## config.mk

```make
export PLATFORM = sky130hd
export DESIGN_NAME = lif_neuron
export DESIGN_NICKNAME = d
export VERILOG_FILES = /design/src/rtl/lif_neuron.sv
export SDC_FILE = /design/constraint.sdc
export NUM_CORES = 1
export LEC_CHECK = 0
export CAP_MARGIN = 25
export CELL_PAD_IN_SITES_DETAIL_PLACEMENT = 0
export CELL_PAD_IN_SITES_GLOBAL_PLACEMENT = 1
export CORE_ASPECT_RATIO = 1.25
export CORE_MARGIN = 10
export CORE_UTILIZATION = 47
export DETAILED_ROUTE_END_ITERATION = 10
export PLACE_DENSITY_LB_ADDON = 0.1
export SKIP_LAST_GASP = 1
export SYNTH_ARGS = -nofsm -noshare
export SYNTH_HDL_FRONTEND = slang
export SYNTH_SLANG_ARGS = --single-unit
```

## constraint.sdc

```tcl
create_clock -name clk -period 8.45 [get_ports clk]
set_input_delay 2.535 -clock clk [delete_from_list [all_inputs] [get_ports clk]]
set_output_delay 2.535 -clock clk [all_outputs]
set_load 0.01 [all_outputs]
```

## src/rtl/lif_neuron.sv

```systemverilog
// Leaky integrate-and-fire neuron fed by 8-bit signed synapse weights.
// Spikes leave on a valid/ack handshake and are followed by a refractory period.
module lif_neuron #(
  parameter int POT_W         = 16,
  parameter int THRESHOLD     = 200,
  parameter int LEAK_SHIFT    = 3,
  parameter int V_RESET       = 0,
  parameter int REFRACT_TICKS = 2
) (
  input  logic             clk,
  input  logic             rst,
  input  logic             kill,
  input  logic [7:0]       weight_in,
  input  logic             weight_valid,
  output logic             weight_ready,
  input  logic             tick,
  output logic             spike_valid,
  input  logic             spike_ack,
  output logic [POT_W-1:0] potential,
  output logic [15:0]      spike_count,
  output logic [1:0]       state_out
);

  localparam logic [1:0] S_INT  = 2'd0;
  localparam logic [1:0] S_LEAK = 2'd1;
  localparam logic [1:0] S_FIRE = 2'd2;
  localparam logic [1:0] S_REFR = 2'd3;

  localparam int RW = (REFRACT_TICKS > 1) ? $clog2(REFRACT_TICKS + 1) : 1;

  localparam logic signed [POT_W:0]   P_MAX = {2'b00, {(POT_W-1){1'b1}}};
  localparam logic signed [POT_W-1:0] THR   = POT_W'(THRESHOLD);
  localparam logic [POT_W-1:0]        VRST  = POT_W'(V_RESET);
  localparam logic [RW-1:0]           R_INI = RW'(REFRACT_TICKS);

  logic [1:0]       state_q, state_d;
  logic [POT_W-1:0] pot_q, pot_d;
  logic             sv_q, sv_d;
  logic [15:0]      cnt_q, cnt_d;
  logic [RW-1:0]    ref_q, ref_d;
  logic             pend_q, pend_d;

  logic                    accept;
  logic                    tick_any;
  logic                    ack_ok;
  logic                    fire;
  logic signed [POT_W:0]   sum;
  logic signed [POT_W-1:0] leak_v;
  logic [POT_W-1:0]        sum_sat;

  assign weight_ready = (state_q == S_INT) || (state_q == S_REFR);
  assign accept       = weight_valid && weight_ready;
  assign tick_any     = tick || pend_q;
  assign ack_ok       = spike_ack && sv_q;

  assign sum    = $signed({1'b0, pot_q})
                + $signed({{(POT_W-7){weight_in[7]}}, weight_in});
  assign leak_v = $signed(pot_q) - ($signed(pot_q) >>> LEAK_SHIFT);
  assign fire   = leak_v >= THR;

  // Potential lives in [0, 2^(POT_W-1)-1]; the extra sum bit catches both ends.
  always_comb begin
    sum_sat = sum[POT_W-1:0];
    if (sum < 0)
      sum_sat = '0;
    else if (sum > P_MAX)
      sum_sat = P_MAX[POT_W-1:0];
  end

  always_ff @(posedge clk or negedge rst) begin
    if (!rst) begin
      state_q <= S_INT;
      pot_q   <= '0;
      sv_q    <= 1'b0;
      cnt_q   <= '0;
      ref_q   <= '0;
      pend_q  <= 1'b0;
    end else begin
      state_q <= state_d;
      pot_q   <= pot_d;
      sv_q    <= sv_d;
      cnt_q   <= cnt_d;
      ref_q   <= ref_d;
      pend_q  <= pend_d;
    end
  end

  always_comb begin
    state_d = state_q;
    if (kill) begin
      state_d = S_INT;
    end else begin
      unique case (state_q)
        S_INT:   if (tick_any) state_d = S_LEAK;
        S_LEAK:  state_d = fire ? S_FIRE : S_INT;
        S_FIRE:  if (ack_ok)
                   state_d = (REFRACT_TICKS == 0) ? S_INT : S_REFR;
        S_REFR:  if (tick_any && ref_q <= RW'(1)) state_d = S_INT;
        default: state_d = S_INT;
      endcase
    end
  end

  always_comb begin
    pot_d  = pot_q;
    sv_d   = sv_q;
    cnt_d  = cnt_q;
    ref_d  = ref_q;
    pend_d = pend_q;
    if (kill) begin
      pot_d  = '0;
      sv_d   = 1'b0;
      cnt_d  = '0;
      ref_d  = '0;
      pend_d = 1'b0;
    end else begin
      unique case (state_q)
        S_INT: begin
          if (accept)   pot_d  = sum_sat;
          if (tick_any) pend_d = 1'b0;
        end
        S_LEAK: begin
          pend_d = tick;
          if (fire) begin
            pot_d = VRST;
            sv_d  = 1'b1;
            if (cnt_q != 16'hFFFF) cnt_d = cnt_q + 16'd1;
          end else begin
            pot_d = leak_v;
          end
        end
        S_FIRE: begin
          if (tick) pend_d = 1'b1;
          if (ack_ok) begin
            sv_d  = 1'b0;
            ref_d = R_INI;
          end
        end
        S_REFR: begin
          // Weights accepted here are dropped on purpose.
          if (tick_any) begin
            pend_d = 1'b0;
            if (ref_q != '0) ref_d = ref_q - RW'(1);
          end
        end
        default: ;
      endcase
    end
  end

  assign potential   = pot_q;
  assign spike_valid = sv_q;
  assign spike_count = cnt_q;
  assign state_out   = state_q;

endmodule

```

# --- Yosys cells after proc, flatten, opt, wreduce, memory -nomap -nowiden ---
# Cells that the tools add are included.
totals:
  reg_bits: 38
  inputBits: 14
  output_inout_bits: 36
  word_cells: 76
op_classes:
  add_sub_neg: 4
  magnitude_cmp: 4
  eq_ne: 13
  mux: 29
  reduce_logical: 20
ops:
  columns: ["operator", "count"]
  rows:
  - ["16-bit two-way mux", 9]
  - ["16-bit case mux with 2 select lines", 1]
  - ["2-bit two-way mux", 9]
  - ["3-bit inequality test (second input constant)", 6]
  - ["17-bit by 8-bit adder with 17-bit output", 1]
  - ["17-bit by 16-bit greater-than comparator with 1-bit output (second input constant)", 1]
  - ["17-bit by 1-bit less-than comparator with 1-bit output (second input constant)", 1]
  - ["16-bit by 1-bit adder with 16-bit output (second input constant)", 1]
  - ["16-bit by 9-bit >= comparator with 1-bit output (second input constant)", 1]
  - ["16-bit inequality test (second input constant)", 1]
  - ["16-bit by 13-bit subtractor with 16-bit output", 1]
  - ["3-bit AND reduction", 3]
  - ["3-bit nonzero test", 3]
  - ["2-bit case mux with 4 select lines", 1]
  - ["2-bit nonzero test", 4]
  - ["1-bit two-way mux", 6]
  - ["3-bit by 2-bit inequality test with 1-bit output (second input constant)", 2]
  - ["2-bit equality test (second input constant)", 2]
  - ["2-bit case mux with 2 select lines", 1]
  - ["2-bit AND reduction", 2]
  - ["4-bit AND reduction", 1]
  - ["1-bit logical AND", 3]
  - ["3-bit by 1-bit inequality test with 1-bit output (second input constant)", 1]
  - ["1-bit case mux with 3 select lines", 1]
  - ["other kinds (7)", 8]

# --- Longest topological paths before layout ---
# Gate-level depths: netlist of the first run.
depth:
  depth_word: 7
  ltp_mapped: 14
  mapped_depth_nobuf: 12

# --- Least setup slack after synthesis of the first run ---
# No wires, ideal clock.
synth_path:
  path_kind: "input -> register"
  start: "input weight_in[4]"
  end: "register pot_q[12] (netlist: potential[12])"
  t_arrival_ps: 4824
  path_slack_ps: 3532
  cell_stages: 10
  path_buffers: 1
  cell_sequence: "ha_1 and3_1 a221oi_1 a21oi_1 a211o_1 a31oi_1 xnor2_1 buf_2 o221ai_1 a211oi_1"
synth_between:
  elab_chain_cells: 7
synth_lines:
  columns: ["item", "line", "text"]
  rows:
  - ["from (decl)", "13", "input logic [7:0] weight_in,"]
  - ["17-bit by 8-bit adder with 17-bit output *", "57", "+ $signed({{(POT_W-7){weight_in[7]}}, weight_in});"]
  - ["17-bit by 16-bit greater-than comparator with 1-bit output", "66", "else if (sum > P_MAX)"]
  - ["16-bit two-way mux", "66", null]
  - ["16-bit two-way mux *", "64", "if (sum < 0)"]
  - ["16-bit two-way mux *", "119", "if (accept) pot_d = sum_sat;"]
  - ["16-bit case mux with 2 select lines *", "117", "unique case (state_q)"]
  - ["16-bit two-way mux *", "110", "if (kill) begin"]
  - ["to (signal assigned)", "80", "pot_q <= pot_d;"]
  - ["to (decl)", "37", "logic [POT_W-1:0] pot_q, pot_d;"]
# Every way passes the cells marked *; elsewhere a longest branch is shown, timed or not. The select of a mux whose other input is x is not followed.
# A chain may end at the register's enable or synchronous reset.

# --- Worst setup path in the final report of the first run ---
# Same ends and word-level chain as after synthesis.

==> results of run 1 <==
worst register-to-register path, stage by stage, from the launching register on:
cell	delay (ps)
dfrtp_1	460
ha_1	210
inv_1	50
fa_1	440
a211oi_2	300
o21ai_2	130
o2111ai_2	330
nand3_1	130
a222oi_1	490
a41o_1	860
o21ai_2	410
o32ai_1	360
through the flow:
stage / util [%] / hold WS [ps] / area (µm²) / std cells
CTS: 55.4 / 579 / 4790 / 644
detailed placement: 54.3 / 561 / 4700 / 636
global placement: 54.2 / 547 / 4690 / 635
floorplan: - / 537 / 4170 / 488
global route: 55.5 / 623 / 4800 / 645
finish: 55.5 / 577 / 4800 / 645
worst paths after layout:
path,start,end,slack (ps),depth (start not counted)
setup / recovery,weight_in[4],potential[12]$_DFFE_PN0P_,3140,11
hold / removal,potential[0]$_DFFE_PN0P_,potential[0]$_DFFE_PN0P_,580,2
setup reg to reg,potential[3]$_DFFE_PN0P_,potential[6]$_DFFE_PN0P_,4180,11
hold reg to reg,potential[0]$_DFFE_PN0P_,potential[0]$_DFFE_PN0P_,580,2
max in group asynchronous,rst,potential[14]$_DFFE_PN0P_,5520,1
min in group asynchronous,rst,ref_q[1]$_DFFE_PN0P_,2360,1
power breakdown:
part           switching, mW  leakage, nW  internal, mW
sequential            0.0500        0.517         0.219
clock                 0.0701       0.0482        0.0660
combinational          0.774         1.48         0.542
total                  0.894         2.05         0.827
layout make-up:
class,count,area [µm²]
clock buffer,7,86.3
timing repair buffer,56,542
sequential,38,951
clock inverter,1,5.00
multi-input combinational,391,2950
fill,832,3850
inverter,32,120
tap,120,150
Yosys cell counts, types with 5 or more instances:
cell type   n
nand2_1    35
nand3_1    16
a21oi_1    25
o32ai_2     8
nor4_1      6
buf_2       8
and3_1      9
nor2b_1    20
ha_1       38
a31oi_1     5
nor2_1     36
nor3_1      9
inv_1      32
a21o_1     14
mux2_4      5
mux2_1      9
nand4_1     7
nand2b_1    6
o22ai_1     5
o21a_1      7
xnor2_1    14
o31ai_1    10
o21ai_0    22
xor2_1      9
clkbuf_1   14
dfrtp_1    38
flip-flops by register name, indices dropped and copies added (netlist names):
register	count
state_out	2
spike_valid	1
potential	16
ref_q	2
spike_count	16
pend_q	1
metal layers:
metal	wire (µm)	global-route usage, %	up-vias
met1	4640	18.3	1748
met4	90	4.59	0
met3	402	3.24	6
met2	5450	29.6	71
met5	0	0	-
li1	-	-	1888
cells by family (layout without fill, tap and decap cells):
kind of cell    after synthesis  after routing  synth area share, %
xor+xnor                     23             23                 4.84
simple gates                165            165                 21.7
compound gates              145            145                 26.5
mux                          18             18                 5.26
buf+inv                      59             96                 6.49
fa+ha+maj                    40             40                 12.4
flops                        38             38                 22.8
==> run_results.csv, run 1 <==
group,metric,value,unit
outcome,outcome,"complete, no violations",
setup_path,critPathRequiredTime,8660,ps
setup_path,arrival,5520,ps
clock_tree,cts_tree,"done",
global_route,grt_antenna_before_repair,0,
detailed_routing,ant_nets,0,
die,die_area,13100,µm²
timing,final_max_slew_viol_count,0,
timing,hold_viol_final,0,
placed_design,gp_congestion,0.845,
setup_path,critPathMaxStageDelay,460,ps
clock_tree,post_cts_buffers,0,
timing,period_needed,5310,ps
clock_tree,cts_made_buffers,5,
setup_path,path_max_fanout,12,
clock_tree,worstSkewPairLatency,300,ps
detailed_routing,dr.pass1.iters,4,
logic_synthesis,seq_area_frac_synth,22.8,%
power_and_ir_drop,p_total,1.72,mW
detailed_routing,drc,0,
logic_synthesis,syn_avg_cell_area,8.54,µm²
detailed_routing,routedWlPerCell,16.4,µm
die,die-height,125,µm
die,start_util,48.1,%
clock_tree,htreeDepth,2,
clock_tree,holdBufCountCts,0,
die,rows,38,
die,core,8650,µm²
logic_synthesis,yosysWarnings,0,
detailed_routing,drt-initial-drc-count,210,
layout,layout_common_cells,"clkdlybuf4s50_1 (48), ha_1 (38), dfrtp_1 (38)",
logic_synthesis,synthTopCellsByArea,"dfrtp_1 (23%), ha_1 (11%), nor2_1 (3.2%)",
logic_synthesis,synth-edff-count,0,
timing,grt_setup_unrepaired,"false",
hold_path,hp-class,"reg2reg",
clock_tree,clk_path_buf_depth,2,
timing,finalSetupViolCount,0,
setup_path,crit_family,"compound AO/OA/AOI/OAI gates",
timing,final.period_utilization,62.9,%
placed_design,port_buffers,49,
clock_tree,cts_resized,0,
setup_path,crit_path_top_delay_cell,"a221oi_1",
logic_synthesis,synthFlopType,"dfrtp_1",
detailed_routing,routed_wl,10600,µm
clock_tree,clk_pin_slew,80,ps
layout,layout_commonest_cell,"clkdlybuf4s50_1",
global_route,grt_pass1_vias,3846,
setup_path,crit_path_end_kind,"flip-flop",
job,maxCapViolCount,0,
logic_synthesis,syn_inst,488,
timing,worst_pin_slew,923,ps
global_route,grt-ovfl-total,0,
timing,final.setup.tns,0,ps
layout,nets,578,
layout,syn2layout_area_growth,15.3,%
timing,slew_headroom,38.5,%
logic_synthesis,ys_ff_latch,38,
logic_synthesis,yosysTopAreaCellShare,22.8,%
logic_synthesis,async_flop_share,100,%
clock_tree,cts_root_buf,"clkbuf_8",
layout,drive_gt1_share,9.52,%
power_and_ir_drop,p_leak,2.05,nW
timing,setup_ws,3140,ps
global_route,grt_max_degree,43,
detailed_routing,via_per_inst,5.76,
power_and_ir_drop,max-vdd-ir-drop,159,µV
timing,fmax,0.188,GHz
logic_synthesis,synth.distinct_cells,72,
logic_synthesis,synth_nets,542,
placed_design,dp_hpwl,8100,µm
setup_path,crit_chain,"clkdlybuf4s50_1, ha_1, and3_1, a221oi_1, a21oi_1, a211o_1, a31oi_1, xnor2_1, buf_4, o221ai_1, a211oi_1",
power_and_ir_drop,p_per_area,358,nW/µm²
setup_path,cp-start-kind,"input port",
logic_synthesis,syn_area,4170,µm²
timing,fin_worst_skew,4.15,ps
logic_synthesis,yosys.area.top_type,"dfrtp_1",
placed_design,post-place-ws,2540,ps
die,die_w,104,µm
global_route,groute.usage.overall,16.1,%
global_route,grt_pass1_wl,18100,µm
setup_path,path_buf_inv,2,
setup_path,critical_path_class,"in2reg",
layout,insertedDiodeCount,0,
die,io_pins,50,
clock_tree,cts_sinks,38,
detailed_routing,vias,3713,
Power figures use the tool's default switching activity.
==> inputs of run 2 (changes only) <==
--- a/config.mk
+++ b/config.mk
@@ -10,7 +10,7 @@
 export CELL_PAD_IN_SITES_GLOBAL_PLACEMENT = 1
 export CORE_ASPECT_RATIO = 1.25
 export CORE_MARGIN = 10
-export CORE_UTILIZATION = 47
+export CORE_UTILIZATION = 39
 export DETAILED_ROUTE_END_ITERATION = 10
 export PLACE_DENSITY_LB_ADDON = 0.1
 export SKIP_LAST_GASP = 1
==> constraint.sdc (replaced) <==
create_clock -name clk -period 4.4 [get_ports clk]
set_input_delay 1.32 -clock clk [delete_from_list [all_inputs] [get_ports clk]]
set_output_delay 1.32 -clock clk [all_outputs]
set_load 0.01 [all_outputs]
==> run_results.csv, run 2 (synthesized netlist as in run 1, its figures left out) <==
group,metric,value,unit
layout,layout_common_cells,"clkdlybuf4s50_1 (48), ha_1 (38), dfrtp_1 (38)",
layout,drive_gt1_share,10.7,%
die,die-height,136,µm
detailed_routing,ant_nets,0,
clock_tree,cts_resized,0,
timing,final.period_utilization,90.6,%
global_route,grt_pass1_vias,3832,
timing,fin_worst_skew,6.78,ps
detailed_routing,routedWlPerCell,17.0,µm
layout,insertedDiodeCount,0,
setup_path,critical_path_class,"in2reg",
die,io_pins,50,
die,rows,42,
global_route,grt_pass1_wl,19300,µm
clock_tree,holdBufCountCts,0,
power_and_ir_drop,max-vdd-ir-drop,364,µV
die,start_util,39.6,%
setup_path,critPathRequiredTime,4590,ps
setup_path,arrival,4180,ps
layout,nets,584,
placed_design,gp_congestion,0.846,
die,die_w,112,µm
timing,grt_setup_unrepaired,"false",
hold_path,hp-class,"reg2reg",
clock_tree,cts_sinks,38,
clock_tree,clk_path_buf_depth,2,
timing,slew_headroom,45.9,%
global_route,grt_max_degree,42,
timing,period_needed,3980,ps
timing,final.setup.tns,0,ps
timing,fmax,0.251,GHz
clock_tree,cts_tree,"done",
die,die_area,15200,µm²
power_and_ir_drop,p_leak,2.12,nW
placed_design,dp_hpwl,8560,µm
layout,layout_commonest_cell,"clkdlybuf4s50_1",
global_route,grt_antenna_before_repair,0,
outcome,outcome,"complete, no violations",
timing,setup_ws,416,ps
global_route,groute.usage.overall,15.0,%
placed_design,post-place-ws,115,ps
die,core,10500,µm²
timing,finalSetupViolCount,0,
global_route,grt-ovfl-total,0,
detailed_routing,dr.pass1.iters,4,
job,maxCapViolCount,0,
layout,syn2layout_area_growth,19.0,%
timing,hold_viol_final,0,
detailed_routing,vias,3812,
clock_tree,htreeDepth,2,
layout,finish.utilization,47.2,%
detailed_routing,drc,0,
clock_tree,cts_made_buffers,5,
setup_path,crit_path_end_kind,"flip-flop",
layout,nFillCells,1039,
setup_path,path_max_fanout,15,
timing,worst_pin_slew,811,ps
clock_tree,worstSkewPairLatency,290,ps
setup_path,cp-start-kind,"input port",
detailed_routing,drt-initial-drc-count,146,
timing,final_max_slew_viol_count,0,
clock_tree,post_cts_buffers,0,
detailed_routing,routed_wl,11300,µm
power_and_ir_drop,p_per_area,710,nW/µm²
clock_tree,clk_pin_slew,60,ps
placed_design,port_buffers,49,
clock_tree,cts_root_buf,"clkbuf_16",
detailed_routing,via_per_inst,5.75,
-- run 2: path summary, 6_finish.rpt --
path	start	end	slack, ps	cells after the start
max	weight_in[4]	potential[12]$_DFFE_PN0P_	420	11
min	potential[0]$_DFFE_PN0P_	potential[0]$_DFFE_PN0P_	580	2
max reg2reg	potential[3]$_DFFE_PN0P_	potential[6]$_DFFE_PN0P_	470	12
min reg2reg	potential[0]$_DFFE_PN0P_	potential[0]$_DFFE_PN0P_	580	2
max in group asynchronous	rst	potential[15]$_DFFE_PN0P_	2960	2
min in group asynchronous	rst	state_out[0]$_DFFE_PN0P_	960	1
-- run 2: power breakdown --
part	internal, mW	switching [mW]	total [mW]
clock	0.265	0.150	0.415
combinational	1.08	1.51	2.59
sequential	0.421	0.0989	0.520
total	1.76	1.76	3.52
-- run 2: layout make-up --
class	count	area, µm²	share of cell area, %
timing repair buffer	62	608	12.3
sequential	38	951	19.2
multi-input combinational	391	2950	59.5
clock buffer	5	125	2.52
clock inverter	3	40.0	0.807
tap	132	165	3.33
inverter	32	120	2.42
-- run 2: critical path, stage by stage --
cell	delay, ps
clkdlybuf4s50_1	400
ha_1	350
and3_1	200
a221oi_1	430
a21oi_1	210
a211o_1	340
a31oi_1	190
xnor2_1	130
buf_4	230
o221ai_1	140
a211oi_1	240
-- run 2: per-stage QoR --
stage	instance area (µm²)	cells	hold WS (ps)	total power [mW]
floorplan	4170	488	537	2.50
global placement	4770	654	551	3.08
detailed placement	4770	654	573	3.09
CTS	4940	662	589	3.54
global route	4960	663	613	3.84
finish	4960	663	583	3.52
-- run 2: routing by layer --
layer,global-route usage (%),part of all wire (%),up-vias
met5,0,0,-
met3,2.88,3.6,11
met4,3.95,1.3,0
met2,26.8,52,76
met1,17.7,43,1838
li1,-,-,1887
==> variant: new RTL, config.mk and constraints of run 1 <==
Change the parameter `REFRACT_TICKS` from 2 to 4.
--- a/src/rtl/lif_neuron.sv
+++ b/src/rtl/lif_neuron.sv
@@ -6,5 +6,5 @@
   parameter int LEAK_SHIFT    = 3,
   parameter int V_RESET       = 0,
-  parameter int REFRACT_TICKS = 2
+  parameter int REFRACT_TICKS = 4
 ) (
   input  logic             clk,
Formal check against the unedited RTL: not equivalent (Yosys sat finds a counterexample within 10 cycles, from zero or initial values and one cycle with rst low).
==> variant against run 1 <==
  * Wire length up 4.0%
  * Worst setup slack better by 48 ps
  * Clock power down 9%
  * Sequential cell count up 1
  * Area after synthesis down 3.8%
  * Total power down 9.2%
  * Synthesized cell count down 0.61%
  * Final area down 3.2%
==> variant: results (changes against run 1) <==
detailed_routing:
  drt_wl_total_um: 11000  # +4.0%
  vias_per_cell: 6.05  # +5.1%
  drt_iter0_markers: 174  # -17%
  first_pass_iters: 5  # +1
  num_vias: 3777  # +1.7%
power:
  power.internal_w: 0.000750  # -9.4%
  vdd_drop_max_uv: 155  # -2.2%
  pwr-share-seq_pct: 17.9  # +2.3 points
  leakagePower_nw: 1.93  # -5.9%
  fin_total_pwr_w: 0.00156  # -9.2%
final_layout:
  n_all_buffers: 55  # -1.8%
  final.fill_count: 792  # -4.8%
  design.seq.count: 39  # +2.6%
  area_delta_synth_final_pct: 16.1
  multi_input_gates: 394  # +0.77%
  buf_share_pct: 11.7  # +0.40 points
  final_nets: 581  # +0.52%
  drive_gt1_share_pct: 7.78  # -1.7 points
  clk_share_pct: 1.75  # -0.15 points
  num-nonclk-inverters: 31  # -3.1%
  multi_input_area_um2: 2810  # -4.7%
  final-seq-area_um2: 976  # +2.6%
sta:
  fin_skew_ps: 5.67  # +1.52 ps
yosys:
  synth_area_leaders: "dfrtp_1 (24%), ha_1 (12%), a21oi_1 (4.1%)"
  synthTopCellsByCount: "nand2_1 (42), dfrtp_1 (39), ha_1 (39), nor2_1 (34), a21oi_1 (33)"
  synth_xor_area_share_pct: 4.37  # -0.46 points
  synth.distinct_cells: 61  # -15%
  synthesis.nets: 540  # -0.37%
  syn_inst: 485  # -0.61%
  synth_fa_ha_area_share_pct: 13.2  # +0.81 points
  synthMuxAreaShare_pct: 2.78  # -2.5 points
  synth_compound_area_share_pct: 28.2  # +1.7 points
  ys_seq_area_share_pct: 24.4  # +1.5 points
global_routing:
  grt_pass1_wl_um: 18200  # +0.65%
  grt_pass1_vias: 3702  # -3.7%
  track_usage_pct: 17.7  # +1.6 points
place:
  dp_slack_ps: 2460  # -77.0 ps
  dp_cells: 614  # -3.5%
  dpl_cell_area_um2: 4540  # -3.4%
  dp_hpwl_um: 8350  # +3.1%
critical_path:
  critical_path.max_stage_delay_ps: 740  # +280 ps
  crit_fanout: 10  # -2
  critPathSlowestCell: "clkdlybuf4s50_1"
  crit_arrival_ps: 5440  # -80 ps
outcome:
  outcome: "finished, final reports clean"
floorplanning:
  die_x_um: 103  # -1.6%
## variant: metal layers
metal / wire length, um / track usage (%) / share of wire [%]
met1: 4420 / 19.6 / 40
met2: 5850 / 33.0 / 53
met3: 493 / 3.57 / 4.5
met4: 233 / 5.48 / 2.1
met5: 0 / 0 / 0
## variant: worst paths after layout
kind	startpoint	endpoint	slack (ps)	depth (start not counted)
hold reg to reg	ref_q[1]$_DFFE_PN0P_	ref_q[1]$_DFFE_PN0P_	550	2
setup / recovery	weight_in[7]	potential[10]$_DFFE_PN0P_	3190	9
max in group asynchronous	rst	spike_count[15]$_DFFE_PN0P_	6040	2
min in group asynchronous	rst	potential[0]$_DFFE_PN0P_	2200	2
hold / removal	ref_q[1]$_DFFE_PN0P_	ref_q[1]$_DFFE_PN0P_	550	2
setup reg to reg	potential[3]$_DFFE_PN0P_	potential[8]$_DFFE_PN0P_	4810	13
